===== src/rtl/rf_trace_monitor.sv =====
// Run monitor: shadow register file, run/write counters, end-PC/timeout detection, heartbeat.
// Define RF_TRACE_FIFO_EN to build the show-ahead write-trace FIFO; otherwise trace outputs are tied low.
module rf_trace_monitor #(
    parameter int unsigned DATA_WIDTH = 32,
    parameter int unsigned NUM_REGS   = 32,
    parameter int unsigned ADDR_WIDTH = 5,
    parameter int unsigned PC_WIDTH   = 12,
    parameter int unsigned CYC_WIDTH  = 32,
    parameter int unsigned HEARTBEAT  = 100,
    parameter int unsigned FIFO_DEPTH = 8
) (
    input  logic                  clock,
    input  logic                  reset,
    input  logic                  start,
    input  logic [CYC_WIDTH-1:0]  max_cycles,
    input  logic [PC_WIDTH-1:0]   end_pc,
    input  logic [PC_WIDTH-1:0]   pc,
    input  logic                  pc_valid,
    input  logic                  rf_we,
    input  logic [ADDR_WIDTH-1:0] rf_waddr,
    input  logic [DATA_WIDTH-1:0] rf_wdata,
    input  logic [ADDR_WIDTH-1:0] dump_addr,
    output logic [DATA_WIDTH-1:0] dump_data,
    output logic [1:0]            state,
    output logic                  done,
    output logic                  timeout,
    output logic [CYC_WIDTH-1:0]  cycle_count,
    output logic [CYC_WIDTH-1:0]  write_count,
    output logic                  heartbeat,
    output logic                  trace_valid,
    input  logic                  trace_ready,
    output logic [ADDR_WIDTH-1:0] trace_addr,
    output logic [DATA_WIDTH-1:0] trace_data,
    output logic                  trace_overflow
);

    localparam int unsigned PTR_W = (FIFO_DEPTH > 1) ? $clog2(FIFO_DEPTH) : 1;
    localparam logic [ADDR_WIDTH:0] REG_LIMIT = (ADDR_WIDTH+1)'(NUM_REGS);

    typedef enum logic [1:0] {
        ST_IDLE    = 2'b00,
        ST_RUN     = 2'b01,
        ST_DONE    = 2'b10,
        ST_TIMEOUT = 2'b11
    } state_t;

    state_t                state_q, state_d;
    logic                  run, restart, wr_ok, dump_ok;
    logic [CYC_WIDTH-1:0]  cycle_next;
    logic [DATA_WIDTH-1:0] shadow [NUM_REGS];

    assign run        = (state_q == ST_RUN);
    assign restart    = start && !run;
    assign cycle_next = cycle_count + 1'b1;
    assign wr_ok      = run && rf_we && (rf_waddr != '0) && ({1'b0, rf_waddr} < REG_LIMIT);
    assign dump_ok    = (dump_addr != '0) && ({1'b0, dump_addr} < REG_LIMIT);

    always_ff @(posedge clock or negedge reset) begin
        if (!reset) state_q <= ST_IDLE;
        else        state_q <= state_d;
    end

    always_comb begin
        state_d = state_q;
        case (state_q)
            ST_IDLE: if (start) state_d = ST_RUN;
            ST_RUN: begin
                if (pc_valid && pc == end_pc)
                    state_d = ST_DONE;
                else if (max_cycles != '0 && cycle_next == max_cycles)
                    state_d = ST_TIMEOUT;
            end
            default: if (start) state_d = ST_RUN;
        endcase
    end

    always_comb begin
        state   = state_q;
        done    = (state_q == ST_DONE);
        timeout = (state_q == ST_TIMEOUT);
    end

    always_ff @(posedge clock or negedge reset) begin
        if (!reset) begin
            cycle_count <= '0;
            write_count <= '0;
        end else if (restart) begin
            cycle_count <= '0;
            write_count <= '0;
        end else if (run) begin
            cycle_count <= cycle_next;
            if (wr_ok) write_count <= write_count + 1'b1;
        end
    end

    // dump_data samples the shadow before this edge's write lands (read-before-write).
    always_ff @(posedge clock or negedge reset) begin
        if (!reset) begin
            shadow    <= '{default: '0};
            dump_data <= '0;
        end else begin
            dump_data <= dump_ok ? shadow[dump_addr] : '0;
            if (restart)    shadow <= '{default: '0};
            else if (wr_ok) shadow[rf_waddr] <= rf_wdata;
        end
    end

    generate
        if (HEARTBEAT == 0) begin : g_no_hb
            assign heartbeat = 1'b0;
        end else begin : g_hb
            localparam int unsigned HB_W = (HEARTBEAT > 1) ? $clog2(HEARTBEAT) : 1;
            logic [HB_W-1:0] hb_cnt;
            logic            hb_q;

            always_ff @(posedge clock or negedge reset) begin
                if (!reset) begin
                    hb_cnt <= '0;
                    hb_q   <= 1'b0;
                end else if (restart) begin
                    hb_cnt <= '0;
                    hb_q   <= 1'b0;
                end else if (run) begin
                    if (hb_cnt == HB_W'(HEARTBEAT - 1)) begin
                        hb_cnt <= '0;
                        hb_q   <= 1'b1;
                    end else begin
                        hb_cnt <= hb_cnt + 1'b1;
                        hb_q   <= 1'b0;
                    end
                end else begin
                    hb_q <= 1'b0;
                end
            end

            assign heartbeat = hb_q;
        end
    endgenerate

`ifdef RF_TRACE_FIFO_EN
    logic [ADDR_WIDTH+DATA_WIDTH-1:0] fifo_mem [FIFO_DEPTH];
    logic [PTR_W-1:0]                 wr_ptr, rd_ptr;
    logic [PTR_W:0]                   fifo_cnt;
    logic                             ovf_q, fifo_full, pop, push_ok;

    assign fifo_full = (fifo_cnt == (PTR_W+1)'(FIFO_DEPTH));
    assign pop       = trace_valid && trace_ready;
    assign push_ok   = wr_ok && (!fifo_full || pop);

    always_ff @(posedge clock or negedge reset) begin
        if (!reset) begin
            fifo_mem <= '{default: '0};
            wr_ptr   <= '0;
            rd_ptr   <= '0;
            fifo_cnt <= '0;
            ovf_q    <= 1'b0;
        end else if (restart) begin
            wr_ptr   <= '0;
            rd_ptr   <= '0;
            fifo_cnt <= '0;
            ovf_q    <= 1'b0;
        end else begin
            if (pop) rd_ptr <= rd_ptr + 1'b1;
            if (push_ok) begin
                fifo_mem[wr_ptr] <= {rf_waddr, rf_wdata};
                wr_ptr           <= wr_ptr + 1'b1;
            end
            case ({push_ok, pop})
                2'b10:   fifo_cnt <= fifo_cnt + 1'b1;
                2'b01:   fifo_cnt <= fifo_cnt - 1'b1;
                default: fifo_cnt <= fifo_cnt;
            endcase
            if (wr_ok && fifo_full && !pop) ovf_q <= 1'b1;
        end
    end

    assign trace_valid               = (fifo_cnt != '0);
    assign {trace_addr, trace_data}  = fifo_mem[rd_ptr];
    assign trace_overflow            = ovf_q;
`else
    logic             unused_trace_ready;
    logic [PTR_W-1:0] unused_fifo_ptr;

    assign unused_trace_ready = trace_ready;
    assign unused_fifo_ptr    = '0;
    assign trace_valid        = 1'b0;
    assign trace_addr         = '0;
    assign trace_data         = '0;
    assign trace_overflow     = 1'b0;
`endif

endmodule

===== config.mk =====
export PLATFORM = sky130hd
export DESIGN_NAME = rf_trace_monitor
export DESIGN_NICKNAME = d
export VERILOG_FILES = /design/src/rtl/rf_trace_monitor.sv
export SDC_FILE = /design/constraint.sdc
export NUM_CORES = 2
export LEC_CHECK = 0
export BUFFER_PORTS_ARGS = -buffer_cell sky130_fd_sc_hd__buf_2
export CORE_ASPECT_RATIO = 0.75
export CORE_UTILIZATION = 34
export CTS_CLUSTER_SIZE = 20
export DETAILED_ROUTE_END_ITERATION = 12
export SKIP_LAST_GASP = 1
export SLEW_MARGIN = 20
export SYNTH_ARGS = -nofsm -noshare
export SYNTH_HDL_FRONTEND = slang
export SYNTH_SLANG_ARGS = --single-unit

===== constraint.sdc =====
create_clock -name clock -period 2.8 [get_ports clock]
set_clock_uncertainty 0.1 [all_clocks]
set_input_delay 0 -clock clock [delete_from_list [all_inputs] [get_ports clock]]
set_output_delay 0 -clock clock [all_outputs]
set_load 0.02 [all_outputs]

==> flow_summary.yaml <==
global_routing:
  antenna_found_initial: 7
  grt_pass1_wl_um: 272000
  grt_max_degree: 130
  busiest_layer: "met2"
  grtUsageMet2_pct: 32.4
  first_global_vias: 43204
  met3_usage_pct: 4.46
  use_met1_pct: 32.0
  grt_usage_pct: 21.9
  grt_remaining_overflow: 0
synthesis:
  ys_async_sr_fraction_pct: 100
  synth.distinct_cells: 64
  syn_inst: 5635
  post_synth.cell_area_avg_sq_um: 9.60
  synth_flop_cell: "dfrtp_1"
  mappedNetlistArea_sq_um: 54100
  synth_edf_count: 0
  yosysSeqAreaShare_pct: 52.3
  ys_warn_count: 0
  synth.ff_latch_count: 1130
sta:
  worst_pin_slew_ns: 1.06
  setup_violations: 0
  period_needed_ns: 2.71
  slew_viol_final: 0
  fin_crit_sh_pct: 96.7
  hold_violations: 0
  max_slew_margin_pct: 29.4
  fmax_mhz: 369
  tns_ns: 0
floorplan:
  die_h_um: 347
  dieArea_sq_um: 161000
  io_pins: 244
  rows: 126
  coreArea_sq_um: 158000
  dieWidth_um: 463
  start_util_pct: 34.3
critical_path:
  crit_chain: "nand4_1 > buf_4 > nor4_1 > buf_4 > xor2_1 > or3b_2 > a22o_1 > nor4_2 > nand4_1 > nand2_1"
  critPathLaunchType: "flip-flop"
  crit_fanout: 4
  cp.required_ns: 3.37
  slowest_delay_ns: 0.52
  crit_buf_inv: 2
  critical-path-top-delay-family: "simple AND/OR/NAND/NOR gates"
  criticalPathCategory: "flip-flop to flip-flop"
  cp_slowest_cell: "or3b_2"
  arrival_ns: 3.28
  end_kind: "flip-flop"
worst_hold_path:
  hp-class: "input pin to flip-flop"
clock_network:
  cts_tree: "done"
  cts_buffers: 109
  cts_root_buffer: "clkbuf_16"
  path_clk_slew_ns: 0.07
  h-tree-depth: 3
  clockBufferDepth: 3
  clkLatencyLatePin_ns: 0.74
  cts_num_sinks: 1130
route:
  routed_via_density: 5.45
  wl_per_cell_um: 22.3
  drc: 0
  drtIter0Drc: 5157
  dr.pass1.iters: 6
  postRouteAntennaNets: 0
  num_vias: 43575
  routed_wl_um: 178000
final_layout:
  nets: 5891
  n_fill_cell: 15113
  synthToLayoutAreaGrowth_pct: 17.4
  fin_cells: 7992
  post_route_cells_drive_above_1_share_pct: 17.8
  fin_util_pct: 40.3
power:
  power.density_nw_per_um2: 690
  ir_worst_vdd_uv: 494
  power.leakage_nw: 27.4
outcome:
  outcome: "complete, no violations"
placed_design:
  io_buffers: 203
  hpwl_um: 106000
  gp_congestion: 0.860
  place_inst: 7703
flow_run:
  maxCapViolCount: 0
-- Yosys cell counts (2+ instances only) --
master / instances / share of area, %
nand2_1: 2064 / 14
dfrtp_1: 1130 / 52
a21oi_1: 1008 / 9.3
clkbuf_1: 464 / 3.2
mux4_2: 320 / 13
nor2_1: 128 / 0.89
o21ai_0: 52 / 0.48
xnor2_1: 46 / 0.74
nand3_1: 44 / 0.41
buf_4: 41 / 0.57
and2_1: 37 / 0.43
mux2i_1: 37 / 0.68
buf_1: 36 / 0.25
xor2_1: 36 / 0.58
nand4_1: 28 / 0.32
nor4_1: 20 / 0.23
and3_1: 13 / 0.15
inv_1: 11 / 0.076
o31ai_1: 11 / 0.15
nor3_1: 9 / 0.083
a31oi_1: 7 / 0.081
or2_2: 7 / 0.081
and4_1: 5 / 0.081
nand2b_1: 5 / 0.058
nor2b_1: 5 / 0.058
o22ai_1: 5 / 0.058
or3_1: 5 / 0.058
o41ai_1: 4 / 0.065
buf_2: 3 / 0.028
clkbuf_2: 3 / 0.028
ha_1: 3 / 0.069
nor4b_1: 3 / 0.049
or3_2: 3 / 0.042
or3b_2: 3 / 0.049
or4b_2: 3 / 0.056
a211oi_1: 2 / 0.028
and3_2: 2 / 0.028
nand3b_1: 2 / 0.028
nor3b_1: 2 / 0.028
o211ai_1: 2 / 0.028
o21a_1: 2 / 0.028
or4_1: 2 / 0.028
-- cells in the final DEF, fill, tap and decap left out, types with 6 or more instances in the layout --
master	synthesis	routed
nor2_1	128	96
dlygate4sd3_1	0	80
xnor2_1	46	46
o21ai_0	52	51
nor2_4	0	32
or2_2	7	7
buf_12	0	79
nor4_1	20	17
nand3_1	44	37
clkbuf_8	0	38
mux4_2	320	320
clkbuf_1	464	25
a31oi_1	7	6
nand3_2	0	7
a21oi_1	1008	1008
clkbuf_16	0	111
mux2i_1	37	37
buf_2	3	198
clkinv_2	0	12
buf_4	41	188
and2_1	37	37
and3_1	13	12
nand4_1	28	28
nor3_1	9	9
o31ai_1	11	11
nand2_1	2064	2060
inv_1	11	11
conb_1	1	39
diode_2	0	7
xor2_1	36	36
dfrtp_1	1130	1128
-- layout make-up --
cell class / count / area (sq um) / area share (%)
Sequential cell: 1130 / 28300 / 44.5
Clock buffer: 174 / 3390 / 5.35
Tap cell: 2112 / 2640 / 4.16
Timing Repair Buffer: 548 / 4830 / 7.61
Clock inverter: 26 / 289 / 0.455
Inverter: 11 / 41.3 / 0.0650
Antenna cell: 7 / 17.5 / 0.0276
Multi-Input combinational cell: 3984 / 24000 / 37.8
-- registers in the layout (all words and copies together) (netlist names) --
name         cells
write_count     32
state            2
shadow        1024
cycle_count     32
heartbeat        1
dump_data       32
g_hb.hb_cnt      7
-- power by group --
part	internal (mW)	switching (mW)	total, mW
Sequential	19.2	1.57	20.8
Combinational	3.73	4.00	7.72
Clock	8.67	6.66	15.3
Total	31.6	12.2	43.8
-- per-stage QoR --
stage / worst slack (ns) / total power [mW] / hold slack [ns] / instance area, sq um
floorplan: 0.124 / 25.9 / -0.396 / 54200
global placement: 0.0470 / 28.2 / -0.0429 / 58900
detailed placement: 0.106 / 28.6 / -0.0446 / 58900
CTS: 0.0641 / 44.0 / 0.00440 / 63400
global route: -0.00707 / 45.9 / 0.00719 / 63500
finish: 0.0920 / 43.8 / 0.0261 / 63500
-- worst register-to-register path, stage by stage, from the launching register on --
cell     delay, ns
dfrtp_1       0.37
nand4_1       0.14
buf_4         0.18
nor4_1        0.28
buf_4         0.18
xor2_1        0.07
or3b_2        0.52
a22o_1        0.24
nor4_2        0.26
nand4_1       0.19
nand2_1       0.11
-- final timing paths --
kind | from | end | slack, ns | depth (start not counted)
min | dump_addr[3] | dump_data[1] | 0.03 | 4
max reg2reg | cycle_count[4] | state[1] | 0.09 | 10
max in group asynchronous | reset | shadow[121] | 1.82 | 3
min reg2reg | shadow[1018] | shadow[1018] | 0.38 | 1
min in group asynchronous | reset | write_count[6] | 0.09 | 3
max | cycle_count[4] | state[1] | 0.09 | 10
-- cells by family after synthesis --
| logic type | count (synthesis) | share of synthesized area, % |
|---|---|---|
| adders and majority gates | 3 | 0.0694 |
| muxes | 358 | 14.0 |
| AOI/OAI and AO/OA | 1102 | 10.4 |
| other | 1 | 0.00693 |
| DFF | 1130 | 52.3 |
| and+or+nand+nor | 2400 | 17.7 |
| xor gates and xnor gates | 82 | 1.33 |
| buffers and inverters | 559 | 4.19 |
-- repair_timing --
| action | in CTS | in global routing |
|---|---|---|
| endpoints found under the hold margin | 2176 | 0 |
| gates resized for setup | 0 | 9 |
| buffers inserted | 0 | 1 |
| endpoints found under the setup margin | 0 | 1 |
| hold buffers | 81 | 0 |
-- metal layers --
metal  vias to the layer above  wire length [um]  part of all wire, %
li1                      19241                 -                    -
met1                     22075             77600                   44
met2                      1953             78300                   44
met3                       304             16700                  9.4
met4                         2              5260                  3.0
met5                         -                13               0.0073
Power figures use the tool's default switching activity.
